===== config.mk =====
export PLATFORM = sky130hd
export DESIGN_NAME = signal_bank_flat
export DESIGN_NICKNAME = d
export VERILOG_FILES = /design/src/rtl/signal_bank_if.sv /design/src/rtl/signal_bank.sv /design/src/flat_wrapper.sv
export SDC_FILE = /design/constraint.sdc
export NUM_CORES = 1
export LEC_CHECK = 0
export ABC_AREA = 0
export CAP_MARGIN = 10
export CORE_MARGIN = 1
export CORE_UTILIZATION = 45
export CTS_CLUSTER_SIZE = 20
export DETAILED_ROUTE_END_ITERATION = 8
export GPL_TIMING_DRIVEN = 0
export PLACE_DENSITY = 0.66
export SYNTH_ARGS = -nofsm -noshare
export SYNTH_HDL_FRONTEND = slang
export SYNTH_SLANG_ARGS = --single-unit

===== constraint.sdc =====
create_clock -name i_clk -period 3.4 [get_ports i_clk]
set_input_delay 0.68 -clock i_clk [delete_from_list [all_inputs] [get_ports i_clk]]
set_output_delay 0.68 -clock i_clk [all_outputs]
set_load 0.01 [all_outputs]

===== src/rtl/signal_bank_if.sv =====
// Request/status bundle for signal_bank: per-channel requests, modes and
// shared hold value in, per-channel state, edge pulses and busy flags out.
interface signal_bank_if #(
    parameter int CHANNELS = 8,
    parameter int CNT_W    = 16
);
    logic [CHANNELS-1:0]   i_posedge;
    logic [CHANNELS-1:0]   i_negedge;
    logic [CHANNELS-1:0]   i_edge;
    logic [2*CHANNELS-1:0] i_mode;
    logic [CNT_W-1:0]      i_hold;
    logic [CHANNELS-1:0]   o_out;
    logic [CHANNELS-1:0]   o_rise;
    logic [CHANNELS-1:0]   o_fall;
    logic [CHANNELS-1:0]   o_busy;

    // Requester side: drives requests and configuration, observes state.
    modport master (
        output i_posedge, i_negedge, i_edge, i_mode, i_hold,
        input  o_out, o_rise, o_fall, o_busy
    );

    // Bank side.
    modport slave (
        input  i_posedge, i_negedge, i_edge, i_mode, i_hold,
        output o_out, o_rise, o_fall, o_busy
    );
endinterface


===== src/rtl/signal_bank.sv =====
// Bank of independent set/clear/toggle flops, each with a runtime mode
// (level, retriggerable one-shot, periodic blink) and registered rise/fall
// pulses. The shared hold value is the only coupling between channels.
module signal_bank #(
    parameter int                  CHANNELS  = 8,
    parameter int                  CNT_W     = 16,
    parameter logic [CHANNELS-1:0] RESET_VAL = '0
) (
    input  logic          i_clk,
    input  logic          i_rst,
    signal_bank_if.slave  io_sb
);
    localparam logic [1:0]       MODE_ONESHOT = 2'b01;
    localparam logic [1:0]       MODE_BLINK   = 2'b10;
    localparam logic [CNT_W-1:0] CNT_ONE      = CNT_W'(1);

    // A hold of zero would never expire, so it is promoted to one cycle.
    logic [CNT_W-1:0] w_hold;
    assign w_hold = (io_sb.i_hold == '0) ? CNT_ONE : io_sb.i_hold;

    generate
        for (genvar gi = 0; gi < CHANNELS; gi++) begin : g_ch
            logic             r_out;
            logic             r_rise;
            logic             r_fall;
            logic             r_busy;
            logic [1:0]       r_mode;
            logic [CNT_W-1:0] r_cnt;

            logic             w_out_next;
            logic             w_busy_next;
            logic [CNT_W-1:0] w_cnt_next;
            logic [1:0]       w_mode_in;
            logic             w_set;
            logic             w_clr;
            logic             w_tog;

            // Fixed priority: only the strongest active request is seen.
            assign w_mode_in = io_sb.i_mode[2*gi +: 2];
            assign w_set     = io_sb.i_posedge[gi];
            assign w_clr     = !io_sb.i_posedge[gi] && io_sb.i_negedge[gi];
            assign w_tog     = !io_sb.i_posedge[gi] && !io_sb.i_negedge[gi]
                               && io_sb.i_edge[gi];

            // Next channel state from mode, requests and timer.
            always_comb begin
                w_out_next  = r_out;
                w_busy_next = r_busy;
                w_cnt_next  = r_cnt;
                if (w_mode_in != r_mode) begin
                    // Mode switch cycle: stop the timer, hold the output,
                    // and drop any request arriving alongside.
                    w_busy_next = 1'b0;
                    w_cnt_next  = '0;
                end else begin
                    case (r_mode)
                        MODE_ONESHOT: begin
                            if (w_set || (w_tog && !r_out)) begin
                                w_out_next  = 1'b1;
                                w_busy_next = 1'b1;
                                w_cnt_next  = w_hold;
                            end else if (w_clr || (w_tog && r_out)) begin
                                w_out_next  = 1'b0;
                                w_busy_next = 1'b0;
                                w_cnt_next  = '0;
                            end else if (r_busy) begin
                                if (r_cnt == CNT_ONE) begin
                                    w_out_next  = 1'b0;
                                    w_busy_next = 1'b0;
                                    w_cnt_next  = '0;
                                end else begin
                                    w_cnt_next = r_cnt - CNT_ONE;
                                end
                            end
                        end
                        MODE_BLINK: begin
                            if (w_set || (w_tog && !r_busy)) begin
                                w_out_next  = 1'b1;
                                w_busy_next = 1'b1;
                                w_cnt_next  = w_hold;
                            end else if (w_clr || (w_tog && r_busy)) begin
                                w_out_next  = 1'b0;
                                w_busy_next = 1'b0;
                                w_cnt_next  = '0;
                            end else if (r_busy) begin
                                if (r_cnt == CNT_ONE) begin
                                    w_out_next = !r_out;
                                    w_cnt_next = w_hold;
                                end else begin
                                    w_cnt_next = r_cnt - CNT_ONE;
                                end
                            end
                        end
                        default: begin
                            // Level mode (and the reserved encoding).
                            w_busy_next = 1'b0;
                            w_cnt_next  = '0;
                            if (w_set) begin
                                w_out_next = 1'b1;
                            end else if (w_clr) begin
                                w_out_next = 1'b0;
                            end else if (w_tog) begin
                                w_out_next = !r_out;
                            end
                        end
                    endcase
                end
            end

            // Channel state and edge pulses, reset straight to idle.
            always_ff @(posedge i_clk or negedge i_rst) begin
                if (!i_rst) begin
                    r_out  <= RESET_VAL[gi];
                    r_rise <= 1'b0;
                    r_fall <= 1'b0;
                    r_busy <= 1'b0;
                    r_mode <= 2'b00;
                    r_cnt  <= '0;
                end else begin
                    r_out  <= w_out_next;
                    r_rise <= !r_out && w_out_next;
                    r_fall <= r_out && !w_out_next;
                    r_busy <= w_busy_next;
                    r_mode <= w_mode_in;
                    r_cnt  <= w_cnt_next;
                end
            end

            assign io_sb.o_out[gi]  = r_out;
            assign io_sb.o_rise[gi] = r_rise;
            assign io_sb.o_fall[gi] = r_fall;
            assign io_sb.o_busy[gi] = r_busy;
        end
    endgenerate
endmodule


===== src/flat_wrapper.sv =====
// flat-port wrapper written by rule: the top's interface ports become plain ports
module signal_bank_flat 
#(
    parameter int                  CHANNELS  = 8,
    parameter int                  CNT_W     = 16,
    parameter logic [CHANNELS-1:0] RESET_VAL = '0
)
  (i_clk, i_rst, io_sb_i_posedge, io_sb_i_negedge, io_sb_i_edge, io_sb_i_mode, io_sb_i_hold, io_sb_o_out, io_sb_o_rise, io_sb_o_fall, io_sb_o_busy);
  signal_bank_if #(.CHANNELS(CHANNELS), .CNT_W(CNT_W)) io_sb_i ();
  input  logic i_clk;
  input  logic i_rst;
  input wire logic [$bits(io_sb_i.i_posedge)-1:0] io_sb_i_posedge;
  input wire logic [$bits(io_sb_i.i_negedge)-1:0] io_sb_i_negedge;
  input wire logic [$bits(io_sb_i.i_edge)-1:0] io_sb_i_edge;
  input wire logic [$bits(io_sb_i.i_mode)-1:0] io_sb_i_mode;
  input wire logic [$bits(io_sb_i.i_hold)-1:0] io_sb_i_hold;
  output wire logic [$bits(io_sb_i.o_out)-1:0] io_sb_o_out;
  output wire logic [$bits(io_sb_i.o_rise)-1:0] io_sb_o_rise;
  output wire logic [$bits(io_sb_i.o_fall)-1:0] io_sb_o_fall;
  output wire logic [$bits(io_sb_i.o_busy)-1:0] io_sb_o_busy;
  assign io_sb_i.i_posedge = io_sb_i_posedge;
  assign io_sb_i.i_negedge = io_sb_i_negedge;
  assign io_sb_i.i_edge = io_sb_i_edge;
  assign io_sb_i.i_mode = io_sb_i_mode;
  assign io_sb_i.i_hold = io_sb_i_hold;
  assign io_sb_o_out = io_sb_i.o_out;
  assign io_sb_o_rise = io_sb_i.o_rise;
  assign io_sb_o_fall = io_sb_i.o_fall;
  assign io_sb_o_busy = io_sb_i.o_busy;
  signal_bank #(.CHANNELS(CHANNELS), .CNT_W(CNT_W), .RESET_VAL(RESET_VAL)) u_core (.i_clk(i_clk), .i_rst(i_rst), .io_sb(io_sb_i));
endmodule

# Yosys cells after proc, flatten, opt, wreduce, memory -nomap -nowiden
# Cells that the tools add are included.
classes:
  addsub: 8
  reduce_logical: 153
  mux: 249
  n_eq_ne: 56
ops:
  columns: ["operator", "count"]
  rows:
  - ["2-to-1 mux 16 bit", 73]
  - ["one-hot mux 16 bit (2 select lines)", 8]
  - ["2-to-1 mux 1 bit", 152]
  - ["equality test 16 x 1 -> 1 bit, second input constant", 8]
  - ["subtractor 16 x 1 -> 16 bit, second input constant", 8]
  - ["!= test 5 x 1 -> 1 bit, second input constant", 16]
  - ["logical AND 1 bit", 72]
  - ["zero test 1 bit", 40]
  - ["logical OR 1 bit", 32]
  - ["!= test 4 x 1 -> 1 bit, second input constant", 8]
  - ["one-hot mux 1 bit (2 select lines)", 16]
  - ["equality test 2 x 1 -> 1 bit, second input constant", 8]
  - ["equality test 2 bit, second input constant", 8]
  - ["zero test 16 bit", 1]
  - ["!= test 2 bit", 8]
  - ["AND reduction 2 bit", 8]
totals:
  ff_bits: 176
  output_inout_bits: 32

# Depth between registers and ports, before layout
# Gate-level depths: netlist of the first run.
depth:
  ltp_word: 11
  mapped_depth: 12

# Worst setup path before layout of the first run
# Ideal clock, no wire load.
synth_path:
  path_kind: "input port to flip-flop"
  start: "input port io_sb_i_posedge[4]"
  end: "register u_core.g_ch[4].r_cnt[9]"
  stages: 9
  arrival_time_ns: 2.777
  path_slack_ns: 0.558
  n_path_buf: 2
  required_time_ns: 3.336
  cell_sequence: "clkbuf_1 > nor3b_1 > ha_1 > or3b_2 > a2111oi_0 > clkbuf_1 > o21ai_0 > a21oi_1 > a211o_1"
synth_via:
  elab_chain_len: 9
  elab_cells_between_ends: 21
synth_lines:
  columns: ["element", "line_no", "rtl"]
  rows:
  - ["start, declared", "flat_wrapper.sv:12", "input wire logic [$bits(io_sb_i.i_posedge)-1:0] io_sb_i_posedge;"]
  - ["zero test 1 bit", "signal_bank.sv:41, signal_bank.sv:42", null]
  - ["logical AND 1 bit", "signal_bank.sv:42", "assign w_tog = !io_sb.i_posedge[gi] && !io_sb.i_negedge[gi]"]
  - ["logical AND 1 bit", "signal_bank.sv:43", "&& io_sb.i_edge[gi];"]
  - ["logical AND 1 bit (on tied branches)", "signal_bank.sv:81, signal_bank.sv:62", null]
  - ["logical OR 1 bit (on tied branches)", "signal_bank.sv:81, signal_bank.sv:62", null]
  - ["2-to-1 mux 16 bit (on tied branches)", "signal_bank.sv:81, signal_bank.sv:62", null]
  - ["2-to-1 mux 16 bit (on tied branches)", "signal_bank.sv:77, signal_bank.sv:58", null]
  - ["one-hot mux 16 bit (2 select lines)", "signal_bank.sv:56", "case (r_mode)"]
  - ["2-to-1 mux 16 bit", "signal_bank.sv:50", "if (w_mode_in != r_mode) begin"]
  - ["end signal, assigned", "signal_bank.sv:125", "r_cnt <= w_cnt_next;"]
  - ["end, declared", "signal_bank.sv:28", "logic [CNT_W-1:0] r_cnt;"]
# Several ways; a longest one is shown, not always the timed one.
# A chain may end at the register's enable or synchronous reset.

# Final worst setup path of the first run
layout_path:
  start: "input port io_sb_i_negedge[4]"
  end: "register u_core.g_ch[4].r_cnt[9]"
layout_via:
  elab_chain_len: 9
  elab_cells_between_ends: 21
layout_lines:
  columns: ["element", "line_no", "rtl"]
  rows:
  - ["start, declared", "flat_wrapper.sv:13", "input wire logic [$bits(io_sb_i.i_negedge)-1:0] io_sb_i_negedge;"]
  - ["zero test 1 bit", "signal_bank.sv:42", null]
  - ["logical AND 1 bit", "signal_bank.sv:42", null]
  - ["logical AND 1 bit", "signal_bank.sv:43", null]
  - ["logical AND 1 bit (on tied branches)", "signal_bank.sv:81, signal_bank.sv:62", null]
  - ["logical OR 1 bit (on tied branches)", "signal_bank.sv:81, signal_bank.sv:62", null]
  - ["2-to-1 mux 16 bit (on tied branches)", "signal_bank.sv:81, signal_bank.sv:62", null]
  - ["2-to-1 mux 16 bit (on tied branches)", "signal_bank.sv:77, signal_bank.sv:58", null]
  - ["one-hot mux 16 bit (2 select lines)", "signal_bank.sv:56", null]
  - ["2-to-1 mux 16 bit", "signal_bank.sv:50", null]
# Several ways; a longest one is shown, not always the timed one.

==> impl_metrics.tcl, run 1 <==
set metrics [dict create \
    drc_errors 0 \
    grt_pass1_vias 10600 \
    maxSlewViolCount 0 \
    power.leakage_nw 6.58 \
    postSynthAreaPerCell_um2 8.94 \
    grt_use_total 0.240 \
    hold_ws_ps 163 \
    cts-root-buf "clkbuf_16" \
    fin_tns_setup_ps 0 \
    nFillCells 2441 \
    max-slew-margin-rel 0.231 \
    fp.dieH_um 167 \
    antenna_cells 0 \
    core_um2 26400 \
    drv_cap 0 \
    period_share 0.941 \
    fin_total_pwr_mw 5.67 \
    grt_overflow 0 \
    ys_warn_count 0 \
    wl_um 32500 \
    worstPathCellList "clkdlybuf4s50_1 > nor3b_1 > ha_1 > or3b_2 > a2111oi_1 > clkbuf_1 > o21ai_0 > a21oi_1 > a211o_1" \
    path_class "input pin to flop" \
    io_pins 90 \
    clockBufferDepth 2 \
    grt_max_degree 115 \
    rsz0062_at_grt "no" \
    final_antenna_net_count 0 \
    tightest_slew_ps 1140 \
    yosysSeqAreaShare 0.361 \
    skew_ps 11.4 \
    num_vias 11100 \
    multi_input_area_um2 7070 \
    fmaxAchievable_mhz 313 \
    dr.pass1.iters 5 \
    cts.sinks 176 \
    cp_top_family "buffers and inverters" \
    syn-instance-count 1366 \
    synth_top_area_frac 0.361 \
    start_kind "input pin" \
    dp_hpwl_um 22300 \
    design_area_um2 14000 \
    worstSetupEndpointType "flop" \
    cts_buffers 17 \
    cts_tree "yes" \
    power_density_nw_per_um2 404 \
    status "finished clean" \
    hp-class "input pin to async pin" \
    place_congestion 0.874 \
    initial_core_util 0.463 \
    wl_per_cell_um 18.0 \
    period_minus_slack_ps 3200 \
    placed_area_um2 13400 \
    synth_ff_type "dfrtp_1" \
    num-nets-final 1573 \
    crit_buf_inv 2 \
    setup_violations 0 \
    syn2layout_area_growth_pct 14.9 \
    clkTransAtPathRegs_ps 60 \
    port_buffers 73 \
    cp_slowest_cell "clkdlybuf4s50_1" \
    synth_area_leaders "dfrtp_1, ha_1, a221o_1, nor3_1, nand2_1" \
    cp_max_fo 10 \
    clkLatencyLatePin_ps 440 \
    die_w_um 167 \
    peakVddDrop_v 0.000261 \
    synth_cell_type_count 87 \
    ys_ff_latch 176 \
    drive_above_1_share 0.0776 \
    htreeDepth 4 \
    slowest_delay_ps 620 \
    synth_top_area_cell "dfrtp_1" \
    regArea_um2 4400 \
    viasPerCell 6.16 \
    hold_viol 0 \
    grt_pass1_wl_um 54200 \
    rows 59 \
    drtIter0Drc 939 \
    synth_edf_count 0 \
    async_flop_share 1.00 \
    required_ps 3770 \
    syn_nets 1480 \
    syn_area_um2 12200 \
    die_area_um2 27800 \
    cts_setup_buffers 0 \
    cp.arrival_ps 3570 \
    antenna_found_initial 0 \
]
## report_power, final
group	internal (mW)	total [mW]	switching (mW)
sequential	2.19	2.31	0.117
clock	1.31	2.13	0.823
combinational	0.556	1.24	0.683
## layout make-up
type,instances,share of cell area
Buffer,92,0.0349
Clock buffer,22,0.0345
Clock inverter,8,0.0109
Inverter,68,0.0182
Multi-Input combinational cell,1030,0.504
Sequential cell,176,0.314
Tap cell,335,0.0299
Timing Repair Buffer,74,0.0544
## cells in the final DEF (no fill, tap or decap), types with 19 or more instances in the layout
cell	n
nor3_1	84
nor4_1	31
xnor2_1	26
a21oi_1	59
nand3_1	29
ha_1	56
inv_1	68
nor2_1	96
o21ai_0	63
dfrtp_1	176
nor3b_1	29
a221o_1	68
o221ai_1	19
clkbuf_1	43
clkdlybuf4s50_1	72
buf_4	33
nand2_1	98
xor2_1	27
## sequential cells by signal (all words and copies together), names as in the netlist
name / count
u_core.g_ch.r_busy: 8
u_core.g_ch.r_cnt: 128
u_core.g_ch.r_fall: 8
u_core.g_ch.r_mode: 16
u_core.g_ch.r_out: 8
u_core.g_ch.r_rise: 8
## path summary, 6_finish.rpt
path	startpoint	to	slack [ps]	depth (start not counted)
worst max-delay path	io_sb_i_negedge[4]	u_core.g_ch[4].r_cnt[9]	200	9
worst min-delay path	i_rst	u_core.g_ch[5].r_mode[1]	160	1
worst max register to register	u_core.g_ch[3].r_cnt[10]	u_core.g_ch[3].r_fall	390	8
worst min register to register	u_core.g_ch[3].r_cnt[13]	u_core.g_ch[3].r_cnt[13]	540	2
max in group asynchronous	i_rst	u_core.g_ch[1].r_cnt[11]	2310	2
min in group i_clk	u_core.g_ch[3].r_cnt[13]	u_core.g_ch[3].r_cnt[13]	540	2
## worst register-to-register path, cell delays in order (launching register included)
cell and delay, ps:
dfrtp_1 430, or4_1 550, or2_2 360, or3_1 370, ha_1 290, nor2b_1 40, o221a_2 260, o41ai_1 400
nor3b_1 240
## synth_stat cells (6+ instances only)
master	instances
nand2_1	98
nand2b_1	15
a221o_1	68
nor4b_1	9
o2bb2ai_1	7
and2_1	17
o22ai_1	6
o31ai_1	15
or3_1	17
a21o_1	17
nor2_1	96
and4_1	8
o211ai_1	18
nand3_1	29
nand4_1	15
xor2_1	27
inv_1	68
nor3b_1	29
nor3_1	85
nor2b_1	14
o41ai_1	6
nor4_1	31
o221ai_1	19
o21ai_0	63
dfrtp_1	176
a21oi_1	59
o21a_1	7
a211o_1	18
clkbuf_1	42
a211oi_1	6
buf_1	6
buf_2	10
or4_1	17
or2_2	14
a22o_1	13
buf_4	33
and3_1	15
xnor2_1	26
ha_1	56
## cells by family (layout without fill, tap and decap cells)
kind of cell / Yosys count / count (layout) / share of synthesized area
adders and majority gates: 56 / 56 / 0.0574
xor gates and xnor gates: 53 / 53 / 0.0380
DFF: 176 / 176 / 0.361
and+or+nand+nor: 540 / 540 / 0.244
buffers and inverters: 160 / 264 / 0.0610
muxes: 5 / 5 / 0.00430
AOI/OAI and AO/OA: 376 / 376 / 0.234
## routing by layer
layer,wire [µm],vias to the layer above,track usage
li1,-,5334,-
met1,15100,5383,0.329
met2,14800,341,0.387
met3,1830,53,0.0371
met4,789,0,0.0777
met5,0,-,0
## through the flow
| stage | utilization | worst slack (ps) | instances |
|---|---|---|---|
| floorplan | - | 558 | 1366 |
| global placement | 0.507 | -5990 | 1774 |
| detailed placement | 0.508 | -297 | 1775 |
| CTS | 0.532 | 145 | 1805 |
| global route | 0.533 | 23.9 | 1805 |
| finish | 0.533 | 200 | 1805 |
## what timing repair did
action                     in CTS  in global routing
hold buffers                    0                  0
hold endpoints to repair        0                  0
resized for setup               0                  2
setup endpoints to repair       0                 11
Power figures use the tool's default switching activity.
==> run 2: changes to the inputs <==
--- a/config.mk
+++ b/config.mk
@@ -11,7 +11,6 @@
 export CORE_UTILIZATION = 45
 export CTS_CLUSTER_SIZE = 20
 export DETAILED_ROUTE_END_ITERATION = 8
-export GPL_TIMING_DRIVEN = 0
 export PLACE_DENSITY = 0.66
 export SYNTH_ARGS = -nofsm -noshare
 export SYNTH_HDL_FRONTEND = slang
==> impl_metrics.tcl, run 2 (synthesis gave the netlist of run 1 again) <==
set metrics [dict create \
    drc_errors 0 \
    dp_hpwl_um 22900 \
    start_kind "flop" \
    drv_cap 0 \
    slowest_delay_ps 550 \
    grt_use_total 0.241 \
    worstPathCellList "or4_1 > or2_2 > or3_1 > ha_1 > nor2b_1 > o221a_2 > o41ai_1 > nor3b_1" \
    hold_ws_ps 245 \
    core_um2 26400 \
    cp.arrival_ps 3420 \
    power.leakage_nw 6.64 \
    antenna_found_initial 0 \
    instances_no_fill 1788 \
    cts_resized 0 \
    num-nets-final 1554 \
    power.share.clock 0.381 \
    dr.pass1.iters 5 \
    internal-power_mw 4.04 \
    initial_core_util 0.463 \
    num_vias 11100 \
    path_class "flop to flop" \
    path_depth 8 \
    grt_max_degree 72 \
    setup_violations 0 \
    r2r_cells 8 \
    io_pins 90 \
    cp_slowest_cell "or4_1" \
    die_w_um 167 \
    grt_pass1_wl_um 54100 \
    htreeDepth 4 \
    final_common_cell "dfrtp_1" \
    place_ws_ps 60.9 \
    skew_ps 13.5 \
    hp-class "input pin to async pin" \
    cts_buffers 17 \
    drtIter0Drc 879 \
    clkLatencyLatePin_ps 440 \
    final_antenna_net_count 0 \
    cts-root-buf "clkbuf_16" \
    largest_register "u_core.g_ch.r_cnt" \
    timing.final.ws_setup_ps 334 \
    rsz0062_at_grt "no" \
    tightest_slew_ps 1140 \
    cp_top_family "simple AND/OR/NAND/NOR gates" \
    dpl.cell_count 1756 \
    largestRegisters "u_core.g_ch.r_cnt (128), u_core.g_ch.r_mode (16)" \
    worstReg2RegEnd "u_core.g_ch[3].r_fall" \
    viasPerCell 6.22 \
    wl_per_cell_um 18.4 \
    power_density_nw_per_um2 402 \
    crit_path_end "u_core.g_ch[3].r_fall" \
    rows 59 \
    reg2reg_setup_slack_ps 330 \
    clockBufferDepth 2 \
    period_share 0.902 \
    hold_viol 0 \
    crit_path_start "u_core.g_ch[3].r_cnt[10]" \
    largest_reg_flops 128 \
    worstSetupEndpointType "flop" \
    fmaxAchievable_mhz 326 \
    grt_pass1_vias 10500 \
    syn2layout_area_growth_pct 16.0 \
    antenna_cells 0 \
    hold_buffers 0 \
    crit_buf_inv 0 \
    fin_total_pwr_mw 5.70 \
    fp.dieH_um 167 \
    required_ps 3760 \
    maxSlewViolCount 0 \
    port_buffers 89 \
    period_minus_slack_ps 3070 \
    wl_um 32800 \
    status "finished clean" \
    final_cell_mix "dfrtp_1, nand2_1, nor2_1" \
    cts.sinks 176 \
    cp_max_fo 5 \
    netSwitchingFraction 0.291 \
    cts_setup_buffers 0 \
    p_comb_frac 0.212 \
    die_area_um2 27800 \
    peakVddDrop_v 0.000302 \
    max-slew-margin-rel 0.239 \
    clkTransAtPathRegs_ps 70 \
    r2r-start "u_core.g_ch[3].r_cnt[10]" \
    grt_overflow 0 \
    cts_tree "yes" \
    seqPwrFrac 0.407 \
    fin_tns_setup_ps 0 \
    drive_above_1_share 0.0881 \
    p_switching_mw 1.66 \
    place_congestion 0.918 \
]
## run 2: changes by cell type in the layout (fill, tap and decap cells not counted), moves of 6 or more
cell,before,now
buf_1,6,0
buf_2,10,0
buf_4,33,55
clkbuf_1,43,2
clkdlybuf4s50_1,72,88
## run 2: cell type report
type	instances	area, µm²
Tap cell	335	419
Clock inverter	13	211
Sequential cell	176	4400
Clock buffer	19	433
Multi-Input combinational cell	1030	7070
Timing Repair Buffer	147	1370
Inverter	68	255
Fill cell	2371	12200
## run 2: metal layers
metal	wire length [µm]	vias to the layer above	GRT usage	share of wire
li1	-	5301	-	-
met4	945	0	0.0894	0.029
met2	15300	311	0.396	0.47
met1	15000	5458	0.319	0.46
met5	0	-	0	0
met3	1630	55	0.0397	0.050
## run 2: worst min-delay path by stage
stage	end	depth (start not counted)	slack, ps	start
2_1_floorplan	u_core.g_ch[0].r_busy	0	380	i_rst
3_3_place_gp	u_core.g_ch[3].r_cnt[13]	2	510	u_core.g_ch[3].r_cnt[13]
3_5_place_dp	u_core.g_ch[3].r_cnt[13]	2	520	u_core.g_ch[3].r_cnt[13]
4_1_cts	u_core.g_ch[5].r_mode[1]	1	270	i_rst
5_1_grt	u_core.g_ch[5].r_mode[0]	1	290	i_rst
6_report	u_core.g_ch[5].r_mode[1]	1	240	i_rst
## run 2: through the flow
| step | util | area, µm² |
|---|---|---|
| 4_1_cts | 0.537 | 14200 |
| 5_1_grt | 0.537 | 14200 |
| 3_5_place_dp | 0.513 | 13500 |
| 6_report | 0.537 | 14200 |
| 3_3_place_gp | 0.513 | 13500 |
| 2_1_floorplan | - | 12200 |
## run 2: power by group through the flow
stage,logic [mW],clock network (mW),registers [mW]
2_1_floorplan,0.818,0,2.31
3_3_place_gp,1.19,0,2.35
3_5_place_dp,1.20,0,2.35
4_1_cts,1.21,2.21,2.31
5_1_grt,1.35,2.29,2.33
6_report,1.21,2.17,2.32
## run 2: worst reg2reg max path, stage by stage (launching register included)
cell,delay (ps)
dfrtp_1,420
or4_1,550
or2_2,360
or3_1,370
ha_1,290
nor2b_1,40
o221a_2,260
o41ai_1,440
nor3b_1,250
==> run 3: changes to the inputs <==
--- a/config.mk
+++ b/config.mk
@@ -5,7 +5,6 @@
 export SDC_FILE = /design/constraint.sdc
 export NUM_CORES = 1
 export LEC_CHECK = 0
-export ABC_AREA = 0
 export CAP_MARGIN = 10
 export CORE_MARGIN = 1
 export CORE_UTILIZATION = 45
==> results of run 3 <==
Same layout as run 2: the final DEF is identical, and so are final timing and power.
